[config.mk]
export PLATFORM = sky130hd
export DESIGN_NAME = uart_frame_ctrl
export DESIGN_NICKNAME = d
export VERILOG_FILES = /design/src/rtl/uart_frame_ctrl_pkg.sv /design/src/rtl/uart_byte_timeout.sv /design/src/rtl/uart_frame_ctrl.sv
export SDC_FILE = /design/constraint.sdc
export NUM_CORES = 1
export LEC_CHECK = 0
export ABC_AREA = 1
export BUFFER_PORTS_ARGS = -buffer_cell sky130_fd_sc_hd__clkbuf_2
export CAP_MARGIN = 20
export CORE_UTILIZATION = 63
export DETAILED_ROUTE_END_ITERATION = 10
export GPL_TIMING_DRIVEN = 1
export PLACE_DENSITY = 0.85
export REMOVE_ABC_BUFFERS = 1
export SETUP_SLACK_MARGIN = 0.02
export SYNTH_ARGS = -nofsm -noshare
export SYNTH_HDL_FRONTEND = slang
export SYNTH_SLANG_ARGS = --single-unit
export TNS_END_PERCENT = 100
[constraint.sdc]
create_clock -name i_Clock -period 5.6 [get_ports i_Clock]
set_input_delay 0 -clock i_Clock [delete_from_list [all_inputs] [get_ports i_Clock]]
set_output_delay 0 -clock i_Clock [all_outputs]
set_load 0.02 [all_outputs]
[src/rtl/uart_frame_ctrl_pkg.sv]
// Shared UART framing definitions: parser states, default sync marker and
// payload sizing used by the frame controller and its timeout counter.
package uart_frame_ctrl_pkg;

  typedef enum logic [2:0] {
    S_SYNC    = 3'd0,
    S_ADDR    = 3'd1,
    S_LEN     = 3'd2,
    S_PAYLOAD = 3'd3,
    S_CHK     = 3'd4
  } frame_state_t;

  localparam logic [7:0] DEFAULT_SYNC_BYTE = 8'hA5;
  localparam int         MAX_LEN_LIMIT     = 8;
  localparam int         IDX_W             = $clog2(MAX_LEN_LIMIT);
  localparam int         DATA_W            = 8 * MAX_LEN_LIMIT;
  localparam int         TIMEOUT_W         = 16;

endpackage

[src/rtl/uart_byte_timeout.sv]
// Inter-byte watchdog: counts idle cycles and emits a single expire pulse
// when the count reaches TIMEOUT_CLKS-1; a clear always wins over expiry.
module uart_byte_timeout
  import uart_frame_ctrl_pkg::*;
#(
  parameter int TIMEOUT_CLKS = 1000
) (
  input  logic i_Clock,
  input  logic rst_n,
  input  logic i_Clear,
  input  logic i_Enable,
  output logic o_Expire
);

  localparam logic [TIMEOUT_W-1:0] LAST_COUNT = TIMEOUT_W'(TIMEOUT_CLKS - 1);

  logic [TIMEOUT_W-1:0] r_Count;

  assign o_Expire = i_Enable && !i_Clear && (r_Count == LAST_COUNT);

  always_ff @(posedge i_Clock) begin
    if (!rst_n) begin
      r_Count <= '0;
    end else if (i_Clear || o_Expire) begin
      r_Count <= '0;
    end else if (i_Enable) begin
      r_Count <= r_Count + 1'b1;
    end
  end

endmodule

[src/rtl/uart_frame_ctrl.sv]
// Frame parser for SYNC/ADDR/LEN/payload/CHK packets from a byte-level UART
// receiver; holds one completed frame for a ready/valid consumer.
module uart_frame_ctrl
  import uart_frame_ctrl_pkg::*;
#(
  parameter logic [7:0] SYNC_BYTE    = DEFAULT_SYNC_BYTE,
  parameter int         MAX_LEN      = 8,
  parameter int         TIMEOUT_CLKS = 1000
) (
  input  logic              i_Clock,
  input  logic              rst_n,
  input  logic              i_Rx_DV,
  input  logic [7:0]        i_Rx_Byte,
  input  logic              i_Rx_Active,
  input  logic              i_Frame_Ready,
  output logic              o_Frame_Valid,
  output logic [7:0]        o_Addr,
  output logic [3:0]        o_Len,
  output logic [DATA_W-1:0] o_Data,
  output logic              o_Chk_Err,
  output logic              o_Len_Err,
  output logic              o_Timeout,
  output logic              o_Overrun,
  output logic              o_Busy
);

  frame_state_t      r_State;
  logic [7:0]        r_FrmAddr;
  logic [3:0]        r_FrmLen;
  logic [DATA_W-1:0] r_FrmData;
  logic [IDX_W-1:0]  r_Idx;
  logic [7:0]        r_Xor;
  logic              r_Valid;
  logic [7:0]        r_OutAddr;
  logic [3:0]        r_OutLen;
  logic [DATA_W-1:0] r_OutData;
  logic              r_ChkErr;
  logic              r_LenErr;
  logic              r_Timeout;
  logic              r_Overrun;

  logic w_Busy;
  logic w_Expire;
  logic w_TimerClear;
  logic w_LastByte;

  assign w_Busy       = (r_State != S_SYNC);
  assign w_TimerClear = i_Rx_DV || i_Rx_Active || !w_Busy;
  assign w_LastByte   = ({1'b0, r_Idx} == (r_FrmLen - 4'd1));

  uart_byte_timeout #(
    .TIMEOUT_CLKS(TIMEOUT_CLKS)
  ) u_timeout (
    .i_Clock (i_Clock),
    .rst_n   (rst_n),
    .i_Clear (w_TimerClear),
    .i_Enable(w_Busy),
    .o_Expire(w_Expire)
  );

  // A byte strobe always takes precedence over expiry; the timer never
  // expires on a strobe cycle because the strobe also clears it.
  always_ff @(posedge i_Clock) begin
    if (!rst_n) begin
      r_State   <= S_SYNC;
      r_FrmAddr <= '0;
      r_FrmLen  <= '0;
      r_FrmData <= '0;
      r_Idx     <= '0;
      r_Xor     <= '0;
      r_Valid   <= 1'b0;
      r_OutAddr <= '0;
      r_OutLen  <= '0;
      r_OutData <= '0;
      r_ChkErr  <= 1'b0;
      r_LenErr  <= 1'b0;
      r_Timeout <= 1'b0;
      r_Overrun <= 1'b0;
    end else begin
      r_ChkErr  <= 1'b0;
      r_LenErr  <= 1'b0;
      r_Timeout <= 1'b0;
      r_Overrun <= 1'b0;
      if (r_Valid && i_Frame_Ready) begin
        r_Valid <= 1'b0;
      end
      if (i_Rx_DV) begin
        case (r_State)
          S_SYNC: begin
            if (i_Rx_Byte == SYNC_BYTE) r_State <= S_ADDR;
          end
          S_ADDR: begin
            r_FrmAddr <= i_Rx_Byte;
            r_Xor     <= i_Rx_Byte;
            r_State   <= S_LEN;
          end
          S_LEN: begin
            if ((i_Rx_Byte == 8'd0) || (i_Rx_Byte > 8'(MAX_LEN))) begin
              r_LenErr <= 1'b1;
              r_State  <= S_SYNC;
            end else begin
              r_FrmLen  <= i_Rx_Byte[3:0];
              r_Xor     <= r_Xor ^ i_Rx_Byte;
              r_Idx     <= '0;
              r_FrmData <= '0;
              r_State   <= S_PAYLOAD;
            end
          end
          S_PAYLOAD: begin
            r_FrmData[{r_Idx, 3'b000} +: 8] <= i_Rx_Byte;
            r_Xor <= r_Xor ^ i_Rx_Byte;
            r_Idx <= r_Idx + 1'b1;
            if (w_LastByte) r_State <= S_CHK;
          end
          S_CHK: begin
            r_State <= S_SYNC;
            if (i_Rx_Byte != r_Xor) begin
              r_ChkErr <= 1'b1;
            end else if (!r_Valid || i_Frame_Ready) begin
              r_OutAddr <= r_FrmAddr;
              r_OutLen  <= r_FrmLen;
              r_OutData <= r_FrmData;
              r_Valid   <= 1'b1;
            end else begin
              r_Overrun <= 1'b1;
            end
          end
          default: r_State <= S_SYNC;
        endcase
      end else if (w_Expire) begin
        r_Timeout <= 1'b1;
        r_State   <= S_SYNC;
      end
    end
  end

  assign o_Frame_Valid = r_Valid;
  assign o_Addr        = r_OutAddr;
  assign o_Len         = r_OutLen;
  assign o_Data        = r_OutData;
  assign o_Chk_Err     = r_ChkErr;
  assign o_Len_Err     = r_LenErr;
  assign o_Timeout     = r_Timeout;
  assign o_Overrun     = r_Overrun;
  assign o_Busy        = w_Busy;

endmodule

==> results of run 1 <==
-- routing by layer --
metal	vias to the layer above	track usage, %
met3	32	6.33
met1	3424	38.8
met5	-	0
li1	3894	-
met2	250	47.9
met4	0	9.57
-- stage by stage --
stage / cell area, um^2 / worst slack (ps) / hold slack, ps / instances / power (mW)
final: 9410 / 2840 / 85.6 / 1439 / 2.89
after CTS: 9410 / 2920 / 81.8 / 1439 / 2.90
after floorplan: 7880 / 2590 / 120 / 1124 / 1.49
after global routing: 9410 / 2670 / 99.0 / 1439 / 2.98
after detailed placement: 8630 / 2960 / 278 / 1396 / 1.55
after global placement: 8630 / 3000 / 284 / 1396 / 1.55
-- sequential cells by signal, summed over array words and instances, names as in the netlist, 3 cells and up --
| signal | cells |
|---|---|
| r_Idx | 3 |
| r_FrmAddr | 8 |
| r_Xor | 8 |
| r_State | 3 |
| o_Len | 4 |
| r_FrmLen | 4 |
| r_FrmData | 64 |
| o_Data | 64 |
| o_Addr | 8 |
| u_timeout.r_Count | 16 |
-- final timing paths --
path                            slack [ps]          start  cells past startpoint       endpoint
worst max-delay path                  2840     r_State[1]                      8  r_FrmData[42]
worst min-delay path                    90          rst_n                      4     o_Data[45]
worst max register to register        2840     r_State[1]                      8  r_FrmData[42]
worst min register to register         460  r_FrmData[41]                      2  r_FrmData[41]
-- area by class of cell --
class,instances,area (um^2)
clock buffer,20,467
clock inverter,12,209
fill,1004,3210
inverter,132,495
multi-input combinational,805,3660
sequential,187,3740
tap,172,215
timing repair buffer,111,626
-- timing repair --
action	4_1_cts	5_1_grt
hold buffers	11	0
endpoints found under the hold margin	16	0
setup buffers	0	0
-- synthesized netlist by cell type, drive strengths merged --
cell type  instances
a21oi             94
a31oi              1
and2               3
buf               30
clkbuf            25
clkinv             1
dfxtp            187
ha                 6
inv              131
nand2            300
nand3             37
nand3b             1
nand4             76
nor2             221
nor3              16
nor3b              1
nor4               1
o21ai             38
or2                1
xnor2              1
xor2               8
-- cell families after synthesis --
kind of cell | Yosys count
AND/OR/NAND/NOR | 657
buffers and inverters | 187
flip-flops | 187
AO/OA/AOI/OAI | 133
XOR/XNOR | 9
adder cells (fa/ha/maj) | 6
-- power breakdown --
| group | internal (mW) | total, mW | switching (mW) | leakage [nW] |
|---|---|---|---|---|
| Sequential | 1.34 | 1.35 | 0.00909 | 1.51 |
| Clock | 0.833 | 1.36 | 0.525 | 0.323 |
| Combinational | 0.0448 | 0.182 | 0.137 | 2.60 |
| Total | 2.22 | 2.89 | 0.671 | 4.43 |
-- critical path, cell delays in order, from the launching register on --
cell and delay, ps:
sky130_fd_sc_hd__dfxtp_1 390, sky130_fd_sc_hd__inv_2 80, sky130_fd_sc_hd__nor2_4 310, sky130_fd_sc_hd__inv_2 90, sky130_fd_sc_hd__nor2_4 660, sky130_fd_sc_hd__buf_4 530, sky130_fd_sc_hd__nand3_2 270, sky130_fd_sc_hd__nand2_1 170
sky130_fd_sc_hd__a21oi_1 80
==> metrics.cfg, run 1 <==
[cts]
clk_pin_slew_ps = 70
cts_num_sinks = 187
tritoncts.num_buffers = 17
ctsRootBufferMaster = sky130_fd_sc_hd__clkbuf_16
worst_skew_pair.late_latency_ps = 440
tritoncts_clock_tree = built
h-tree-depth = 4
post_cts_resized = 0
cts_max_path_buffers = 2

[sta]
finalMaxSlewViolations = 0
min_tclk_post_route_ps = 2760
layout_worst_path_cycle_share_pct = 49.3
max_freq_mhz = 362
setup_violations = 0
final.setup_skew_ps = 8.65
maxSlewHeadroom_pct = 37.1
finalHoldViolCount = 0
timing_worst_slew_pin_value_ps = 943
setup_total_negative_slack_ps = 0
grt_setup_unrepaired = no

[drt]
drt_pass1_iterations = 5
met3_length_mm = 1.11
detail_route.iter0.violations = 582
antenna_violation_net_count_after_detailed_routing = 0
number_of_vias_per_cell_after_detailed_routing = 5.28
highest_layer = met4
route.final.wire_length_mm = 18.9
detailroute.wirelength.met2_mm = 8.94
detailroute.via_count = 7600
routed_wire_length_per_instance_um = 13.1
detail_route.drc_violations = 0
m1WireLength_mm = 8.53

[run]
timing.max_cap.violations = 0

[synth]
yosysWarningCount = 0
synth.ff_latch_count = 187
synth_fa_ha_area_share_pct = 0.922
syn-cell-area_um2 = 8140
synth_area_in_compound_gates_pct = 8.19
synth_top_area_cell = sky130_fd_sc_hd__dfxtp_1
yosys-top-cells-area = sky130_fd_sc_hd__dfxtp_1 46%, sky130_fd_sc_hd__nand2_1 14%, sky130_fd_sc_hd__nor2_1 9.7%
synth_cells = 1179
yosys.cell_types.count = 28
synth.top_cell.area_share_pct = 46.0
ys_seq_area_share_pct = 46.0
synthesis.area_per_instance_um2 = 6.90
synth-simple-area-share_pct = 34.7
synthMuxAreaShare_pct = 0
synth-xor-area-share_pct = 0.968
combinational_family_with_the_most_area_after_synthesis = simple AND/OR/NAND/NOR gates

[critical_path]
criticalPathCategory = reg2reg
worstPathRequired_ps = 5880
timing.critical_path.from_type = register
cp.arrival_ps = 3040
worstSetupEndpointType = register
timing.critical_path.fanout_max = 41

[cells_and_area]
layout_common_cells = 299 x sky130_fd_sc_hd__nand2_1, 211 x sky130_fd_sc_hd__nor2_1, 187 x sky130_fd_sc_hd__dfxtp_1, 129 x sky130_fd_sc_hd__inv_1
layout-area-overhead-vs-synth_pct = 15.6
nNetsFinal = 1273
antenna_cells_inserted = 0
drive_gt1_share_pct = 12.4
final_core_util_pct = 74.6
layout_commonest_cell = sky130_fd_sc_hd__nand2_1

[power]
cellLeakagePower_nw = 4.43
power.ir.vdd_worst_uv = 185
power_density_over_cell_area_nw_per_um2 = 307

[floorplan]
die_x_um = 116
fp.dieArea_um2 = 13400
die-height_um = 116
row_count = 41
io_pins = 95
floorplan.initialDensity_pct = 64.5
core_um2 = 12600

[grt]
grt_usage_pct = 29.3
number_of_antenna_violations_at_the_first_check_in_global_routing = 0
grt_start_max_net_pins = 91
overflow = 0
first_global_vias = 6648
grt_first_pass_wirelength_mm = 30.8

[status]
outcome = completed

[min_path]
hold_class = in2reg

[placed_design]
place_hpwl_mm = 11.6
portBuffers = 94
global_placer_s_final_weighted_congestion = 0.895

Note: power is estimated with default switching activity, not from simulation.
==> run 2: changes to the inputs <==
Settings changed: ABC_AREA 1 to 0, CORE_UTILIZATION 63 to 58, PLACE_DENSITY 0.85 to 0.8.
Clock period 5.6 ns to 2.71 ns, I/O delays scaled along.
==> run 2 against run 1 <==
  * Sequential cell count did not move
  * Sequential power grew 100%
  * Setup slack got worse by 2600 ps
  * Design area shrank 1.7%
  * Core utilization fell by 5.0 points
  * Global-route usage shrank 3.5 points
  * Combinational power down 19%
  * Die area is 5.8% higher
  * Via count down 17%
  * Largest cell class is now multi-input gates
  * First-iteration DRC count down 27%
  * Critical path type unchanged
  * Worst hold slack improved by 320 ps
  * Highest routed layer unchanged
  * Register-to-register slack worse by 2600 ps
==> metrics.cfg, run 2 <==
[status]
outcome = completed  ; unchanged

[drt]
drt_pass1_iterations = 5  ; unchanged
detail_route.drc_violations = 0  ; unchanged
antenna_violation_net_count_after_detailed_routing = 0  ; unchanged
detail_route.iter0.violations = 425  ; was 582
routed_wire_length_per_instance_um = 15.2  ; was 13.1 um
detailroute.via_count = 6338  ; was 7,600
route.final.wire_length_mm = 17.2  ; was 18.9 mm
number_of_vias_per_cell_after_detailed_routing = 5.59  ; was 5.28

[grt]
grt.busiest_layer = met2  ; unchanged
grt_start_max_net_pins = 88  ; was 91
globalRouteMet3Util_pct = 5.75  ; was 6.33%
grt_util_met2_pct = 43.8  ; was 47.9%
grt_usage_pct = 25.8  ; was 29.3%
first_global_vias = 6117  ; was 6,648
grt_first_pass_wirelength_mm = 29.1  ; was 30.8 mm
number_of_antenna_violations_at_the_first_check_in_global_routing = 0  ; unchanged
overflow = 0  ; unchanged
grt_util_met1_pct = 31.5  ; was 38.8%

[synth]
yosys-top-cells-area = sky130_fd_sc_hd__dfxtp_1 47%, sky130_fd_sc_hd__mux2i_1 18%, sky130_fd_sc_hd__nand2_1 12%  ; was sky130_fd_sc_hd__dfxtp_1 46%, sky130_fd_sc_hd__nand2_1 14%, sky130_fd_sc_hd__nor2_1 9.7%
syn-cell-area_um2 = 7940  ; was 8140 um^2
yosys.cell_types.count = 58  ; was 28
synth_top_area_cell = sky130_fd_sc_hd__dfxtp_1  ; unchanged
synthesis.area_per_instance_um2 = 9.21  ; was 6.90 um^2
synth_cells = 862  ; was 1,179
synth.top_cell.area_share_pct = 47.2  ; was 46.0%
synth_enable_flop_cells = 0  ; unchanged
yosys.cell_count.top_type = sky130_fd_sc_hd__nand2_1  ; unchanged
synth.ff_latch_count = 187  ; unchanged
ys_seq_area_share_pct = 47.2  ; was 46.0%
synth.cells.most_frequent = 259 x sky130_fd_sc_hd__nand2_1, 187 x sky130_fd_sc_hd__dfxtp_1, 143 x sky130_fd_sc_hd__mux2i_1, 35 x sky130_fd_sc_hd__clkbuf_1, 26 x sky130_fd_sc_hd__nor2_1  ; was 300 x sky130_fd_sc_hd__nand2_1, 211 x sky130_fd_sc_hd__nor2_1, 187 x sky130_fd_sc_hd__dfxtp_1, 129 x sky130_fd_sc_hd__inv_1, 94 x sky130_fd_sc_hd__a21oi_1
async_flop_share_pct = 0  ; unchanged
yosysWarningCount = 0  ; unchanged
ys_dominant_reg_cell = sky130_fd_sc_hd__dfxtp_1  ; unchanged

[cts]
tritoncts.num_buffers = 17  ; unchanged
ctsRootBufferMaster = sky130_fd_sc_hd__clkbuf_16  ; unchanged
worst_skew_pair.late_latency_ps = 440  ; about the same
cts_max_path_buffers = 2  ; unchanged
h-tree-depth = 4  ; unchanged
post_cts_buffers = 0  ; unchanged
clk_pin_slew_ps = 70  ; about the same
cts_num_sinks = 187  ; unchanged
tritoncts_clock_tree = built  ; unchanged

[power]
p_sw_share_pct = 20.9  ; was 23.2%
power.ir.vdd_worst_uv = 426  ; was 185 uV
net-switching-power_mw = 1.13  ; was 671 uW
pwr-share-clk_pct = 46.5  ; was 47.0%
cellLeakagePower_nw = 3.39  ; was 4.43 nW
power_frac_seq_pct = 50.7  ; was 46.7%
combinationalPowerShare_pct = 2.7  ; was 6.3%
power_density_over_cell_area_nw_per_um2 = 585  ; was 307 nW/um^2
cellInternalPower_mw = 4.28  ; was 2.22 mW

[sta]
minimum_hold_slack_ps = 408  ; was 85.6 ps
maxSlewHeadroom_pct = 43.8  ; was 37.1%
timing_worst_slew_pin_value_ps = 843  ; was 943 ps
final.setup_skew_ps = 8.97  ; was 8.65 ps
finalHoldViolCount = 0  ; unchanged
grt_setup_unrepaired = no  ; unchanged
layout_worst_path_cycle_share_pct = 90.3  ; was 49.3%
setup_violations = 0  ; unchanged
min_tclk_post_route_ps = 2450  ; was 2760 ps
finalMaxSlewViolations = 0  ; unchanged
max_freq_mhz = 409  ; was 362 MHz
setup_slack_ps = 263  ; was 2840 ps

[cells_and_area]
layout_common_cells = 259 x sky130_fd_sc_hd__nand2_1, 187 x sky130_fd_sc_hd__dfxtp_1, 143 x sky130_fd_sc_hd__mux2i_1, 93 x sky130_fd_sc_hd__clkbuf_2, 26 x sky130_fd_sc_hd__nor2_1  ; was 299 x sky130_fd_sc_hd__nand2_1, 211 x sky130_fd_sc_hd__nor2_1, 187 x sky130_fd_sc_hd__dfxtp_1, 129 x sky130_fd_sc_hd__inv_1
filler_instances = 1066  ; was 1,004
nNetsFinal = 967  ; was 1,273
register_area_um2 = 3740  ; unchanged
multi_input_area_um2 = 3910  ; was 3660 um^2
antenna_cells_inserted = 0  ; unchanged
layout_commonest_cell = sky130_fd_sc_hd__nand2_1  ; unchanged
layout-area-overhead-vs-synth_pct = 16.7  ; was 15.6%
drive_gt1_share_pct = 15.8  ; was 12.4%

[critical_path]
path_delay_family = simple AND/OR/NAND/NOR gates  ; unchanged
worstSetupEndpointType = register  ; unchanged
timing.critical_path.fanout_max = 8  ; was 41
timing.critical_path.to = r_FrmData[17]  ; was r_FrmData[42]
slowest_stage = sky130_fd_sc_hd__or3b_1  ; was sky130_fd_sc_hd__nor2_4
criticalPathCategory = reg2reg  ; unchanged
worstPathRequired_ps = 3010  ; was 5880 ps
cp.arrival_ps = 2740  ; was 3040 ps
cp_num_buf_inv = 1  ; was 3
critical_path.startpoint = r_Idx[1]  ; was r_State[1]
worst-r2r-setup-slack_ps = 260  ; was 2840 ps
timing.rr.end = r_FrmData[17]  ; was r_FrmData[42]
reg2reg_from = r_Idx[1]  ; was r_State[1]
timing.critical_path.cells = inv_1, ha_1, ha_1, nand2b_1, or4_1, or3b_1, mux2i_1  ; was inv_2, nor2_4, inv_2, nor2_4, buf_4, nand3_2, nand2_1, a21oi_1
worstSetupPathDepth = 7  ; was 8
timing.critical_path.from_type = register  ; unchanged
crit_top_cell = sky130_fd_sc_hd__ha_1
cpPeakStageDelay_ps = 580  ; was 660 ps
worst-r2r-cell-count = 7  ; was 8

[run]
timing.max_cap.violations = 0  ; unchanged

[floorplan]
core_um2 = 13300  ; was 12,600 um^2
die-height_um = 119  ; was 116 um
floorplan.initialDensity_pct = 59.7  ; was 64.5%
die_x_um = 119  ; was 116 um
io_pins = 95  ; unchanged
row_count = 42  ; was 41
fp.dieArea_um2 = 14200  ; was 13,400 um^2

[placed_design]
place_hpwl_mm = 11.0  ; was 11.6 mm
pre_cts_ws_ps = 274  ; was 2960 ps
global_placer_s_final_weighted_congestion = 0.848  ; was 0.895
portBuffers = 94  ; unchanged

[min_path]
hold_depth = 5  ; was 4
hold_class = in2reg  ; unchanged

-- run 2: cell types whose count changed in the layout (fill, tap and decap cells not counted), sizes merged, moves of 9 or more --
cell    change
xnor2      +15
o21ai      -28
nand2      -41
nand2b      +9
nand3      -26
nor2      -195
nor4        +9
a21oi      -73
mux2i     +143
buf        +10
inv       -121
nand4      -60
-- run 2: worst min-delay path by stage --
stage	to	slack, ps	startpoint
finish	o_Timeout	410	i_Rx_Active
global placement	o_Timeout	300	i_Rx_Active
detailed placement	o_Timeout	300	i_Rx_Active
global route	o_Timeout	450	i_Rx_Active
floorplan	o_Chk_Err	110	rst_n
CTS	o_Timeout	380	i_Rx_Active
-- run 2: cell families after synthesis --
family          Yosys count  synth area share [%]
flops                   187                  47.2
buf+inv                  66                  3.78
fa+ha+maj                 6                 0.946
simple gates            372                  21.7
xor+xnor                 20                  2.21
mux                     143                  18.0
compound gates           68                  6.12
-- run 2: layout make-up --
type / count / area share [%]
Multi-Input combinational cell: 609 / 42.2
Sequential cell: 187 / 40.4
Inverter: 12 / 0.487
Tap cell: 176 / 2.38
Clock buffer: 20 / 4.93
Clock inverter: 9 / 1.49
Timing Repair Buffer: 121 / 8.03
-- run 2: routing by layer --
layer  share of wire [%]  wire [um]  up-vias
met2                  49       8360      151
met4                 2.4        415        0
li1                    -          -     3126
met3                 4.4        762       32
met1                  45       7670     3029
met5                   0          0        -
-- run 2: worst min-delay path, stage by stage --
cell	delay, ps
sky130_fd_sc_hd__dlygate4sd3_1	530
sky130_fd_sc_hd__clkbuf_2	110
sky130_fd_sc_hd__nor4_1	70
sky130_fd_sc_hd__inv_1	50
sky130_fd_sc_hd__nor2_1	40
-- run 2: what timing repair did --
action	4_1_cts	5_1_grt
hold buffers	12	0
gates resized for setup	0	0
hold endpoints to repair	18	0
-- run 2: power groups by stage --
stage / registers [mW] / clock network [mW] / logic, mW
after floorplan: 2.81 / 0 / 0.0434
after global placement: 2.81 / 0 / 0.132
after detailed placement: 2.81 / 0 / 0.132
after CTS: 2.75 / 2.55 / 0.146
after global routing: 2.75 / 2.67 / 0.161
final: 2.75 / 2.52 / 0.148
-- run 2: through the flow --
stage,utilization [%],cells,total power [mW],TNS (ps),instance area [um^2]
final,69.6,1134,5.42,0,9260
after detailed placement,64.3,1093,2.94,0,8540
after global routing,69.6,1134,5.58,0,9260
after CTS,69.6,1134,5.45,0,9260
after floorplan,-,808,2.85,-357100,7680
after global placement,64.3,1093,2.94,0,8540
==> run 3: changes to the inputs <==
Settings changed: CORE_UTILIZATION 58 to 60, CTS_BUF_LIST from default to sky130_fd_sc_hd__clkbuf_8, PLACE_DENSITY 0.8 to 0.82.
==> run 3 against run 2 <==
  * Register-to-register slack improved by 20 ps
  * Routed wire length fell by 2.8%
  * Largest power group unchanged
  * Setup slack improved by 21 ps
  * Combinational power about the same
  * Non-clock buffer count down 2
  * Sequential power barely moved
  * Global-route usage fell by 0.10 points
  * Clock skew is 1.6 ps higher
  * Clock-buffer cell count up 1
  * First-iteration DRC count is 6.8% higher
  * Cell count is 0.26% lower
==> metrics.cfg, run 3 (synthesis results as in run 2) <==
[placed_design]
dp.cells = 1085  ; was 1,093
portBuffers = 94  ; unchanged
place_hpwl_mm = 10.6  ; was 11.0 mm
global_placer_s_final_weighted_congestion = 0.853  ; was 0.848

[grt]
grt_start_max_net_pins = 156  ; was 88
overflow = 0  ; unchanged
grt_first_pass_wirelength_mm = 27.1  ; was 29.1 mm
number_of_antenna_violations_at_the_first_check_in_global_routing = 0  ; unchanged
first_global_vias = 5706  ; was 6,117
grt_usage_pct = 25.7  ; was 25.8%

[sta]
finalMaxSlewViolations = 0  ; unchanged
grt_setup_unrepaired = no  ; unchanged
maxSlewHeadroom_pct = 53.5  ; was 43.8%
timing_worst_slew_pin_value_ps = 693  ; was 843 ps
final.setup_skew_ps = 10.5  ; was 8.97 ps
finalHoldViolCount = 0  ; unchanged
setup_violations = 0  ; unchanged
max_freq_mhz = 412  ; was 409 MHz
min_tclk_post_route_ps = 2430  ; was 2450 ps
layout_worst_path_cycle_share_pct = 89.5  ; was 90.3%

[drt]
detailroute.via_count = 6233  ; was 6,338
detail_route.iter0.violations = 454  ; was 425
antenna_violation_net_count_after_detailed_routing = 0  ; unchanged
detail_route.drc_violations = 0  ; unchanged
number_of_vias_per_cell_after_detailed_routing = 5.51  ; was 5.59
drt_pass1_iterations = 5  ; unchanged
routed_wire_length_per_instance_um = 14.8  ; was 15.2 um
route.final.wire_length_mm = 16.7  ; was 17.2 mm

[cts]
clk_pin_slew_ps = 90  ; was 70 ps
cts_max_path_buffers = 2  ; unchanged
post_cts_buffers = 0  ; unchanged
h-tree-depth = 4  ; unchanged
ctsRootBufferMaster = sky130_fd_sc_hd__clkbuf_8  ; was sky130_fd_sc_hd__clkbuf_16
tritoncts.num_buffers = 17  ; unchanged
cts_num_sinks = 187  ; unchanged
tritoncts_clock_tree = built  ; unchanged
worst_skew_pair.late_latency_ps = 460  ; was 440 ps

[cells_and_area]
antenna_cells_inserted = 0  ; unchanged
layout_common_cells = 259 x sky130_fd_sc_hd__nand2_1, 187 x sky130_fd_sc_hd__dfxtp_1, 143 x sky130_fd_sc_hd__mux2i_1, 93 x sky130_fd_sc_hd__clkbuf_2, 26 x sky130_fd_sc_hd__nor2_1  ; unchanged
nNetsFinal = 965  ; was 967
layout_commonest_cell = sky130_fd_sc_hd__nand2_1  ; unchanged
fin_cells = 1131  ; was 1,134
layout-area-overhead-vs-synth_pct = 14.4  ; was 16.7%
drive_gt1_share_pct = 15.7  ; was 15.8%

[critical_path]
critical_path.startpoint = r_Idx[1]  ; unchanged
worstSetupEndpointType = register  ; unchanged
cp.arrival_ps = 2760  ; was 2740 ps
criticalPathCategory = reg2reg  ; unchanged
worstPathRequired_ps = 3040  ; was 3010 ps
timing.rr.end = r_FrmData[20]  ; was r_FrmData[17]
worst-r2r-setup-slack_ps = 280  ; was 260 ps
reg2reg_from = r_Idx[1]  ; unchanged
worst-r2r-cell-count = 7  ; unchanged
timing.critical_path.to = r_FrmData[20]  ; was r_FrmData[17]
timing.critical_path.from_type = register  ; unchanged
timing.critical_path.fanout_max = 8  ; unchanged

[power]
cellLeakagePower_nw = 3.32  ; was 3.39 nW
power_density_over_cell_area_nw_per_um2 = 539  ; was 585 nW/um^2
fin_total_pwr_mw = 4.89  ; was 5.42 mW
power.ir.vdd_worst_uv = 458  ; was 426 uV

[floorplan]
io_pins = 95  ; unchanged
fp.dieArea_um2 = 13700  ; was 14,200 um^2
die-height_um = 117  ; was 119 um
floorplan.initialDensity_pct = 62.1  ; was 59.7%
core_um2 = 12800  ; was 13,300 um^2
die_x_um = 117  ; was 119 um
row_count = 41  ; was 42

[min_path]
hold_class = in2reg  ; unchanged

[run]
timing.max_cap.violations = 0  ; unchanged

[status]
outcome = completed  ; unchanged

==> run 3: timing repair <==
| item | 4_1_cts | 5_1_grt |
|---|---|---|
| hold endpoints to repair | 26 | 0 |
| hold buffers | 14 | 0 |
| resized for setup | 0 | 0 |
==> run 3: per-layer routing <==
layer / wire, um / up-vias / global-route usage, % / part of all wire (%)
met1: 7600 / 2922 / 33.2 / 45
met5: 0 / - / 0 / 0
met2: 7920 / 182 / 42.1 / 47
met4: 293 / 0 / 9.37 / 1.8
li1: - / 3105 / - / -
met3: 908 / 24 / 6.23 / 5.4
==> run 3: worst min-delay path by stage <==
stage | from | end | cells after the start
finish | i_Rx_Active | u_timeout.r_Count[1] | 4
floorplan | rst_n | o_Chk_Err | 2
global placement | i_Rx_Active | o_Timeout | 4
CTS | i_Rx_Active | u_timeout.r_Count[1] | 4
detailed placement | i_Rx_Active | o_Timeout | 4
global route | i_Rx_Byte[7] | r_FrmAddr[7] | 4
==> run 3: report_power, final <==
part           switching [mW]  internal (mW)
Sequential           0.000657           2.75
Combinational           0.105         0.0425
Clock                   0.976           1.03
==> run 3: final cells by class <==
| type | instances | area, um^2 |
|---|---|---|
| multi-input cells | 609 | 3910 |
| flip-flops and latches | 187 | 3740 |
| fillers | 942 | 3700 |
| repair buffers | 119 | 721 |
| clock buffers | 21 | 289 |
| well taps | 172 | 215 |
| clock inverters | 11 | 153 |
| inverters | 12 | 45.0 |
==> run 3: stage by stage <==
step	util [%]	hold slack [ps]	setup TNS, ps	area [um^2]	setup slack (ps)
after detailed placement	66.5	293	0	8500	299
after CTS	71.1	399	0	9080	276
after global placement	66.5	294	0	8500	344
final	71.1	444	0	9080	283
after global routing	71.1	454	0	9080	144
after floorplan	-	114	-357100	7680	-4700
==> run 3: worst max-delay path, cell delays in order, from the launching register on <==
cell	delay [ps]
sky130_fd_sc_hd__dfxtp_1	410
sky130_fd_sc_hd__inv_1	60
sky130_fd_sc_hd__ha_1	200
sky130_fd_sc_hd__ha_1	330
sky130_fd_sc_hd__nand2b_1	60
sky130_fd_sc_hd__or4_1	460
sky130_fd_sc_hd__or3b_1	580
sky130_fd_sc_hd__mux2i_1	200
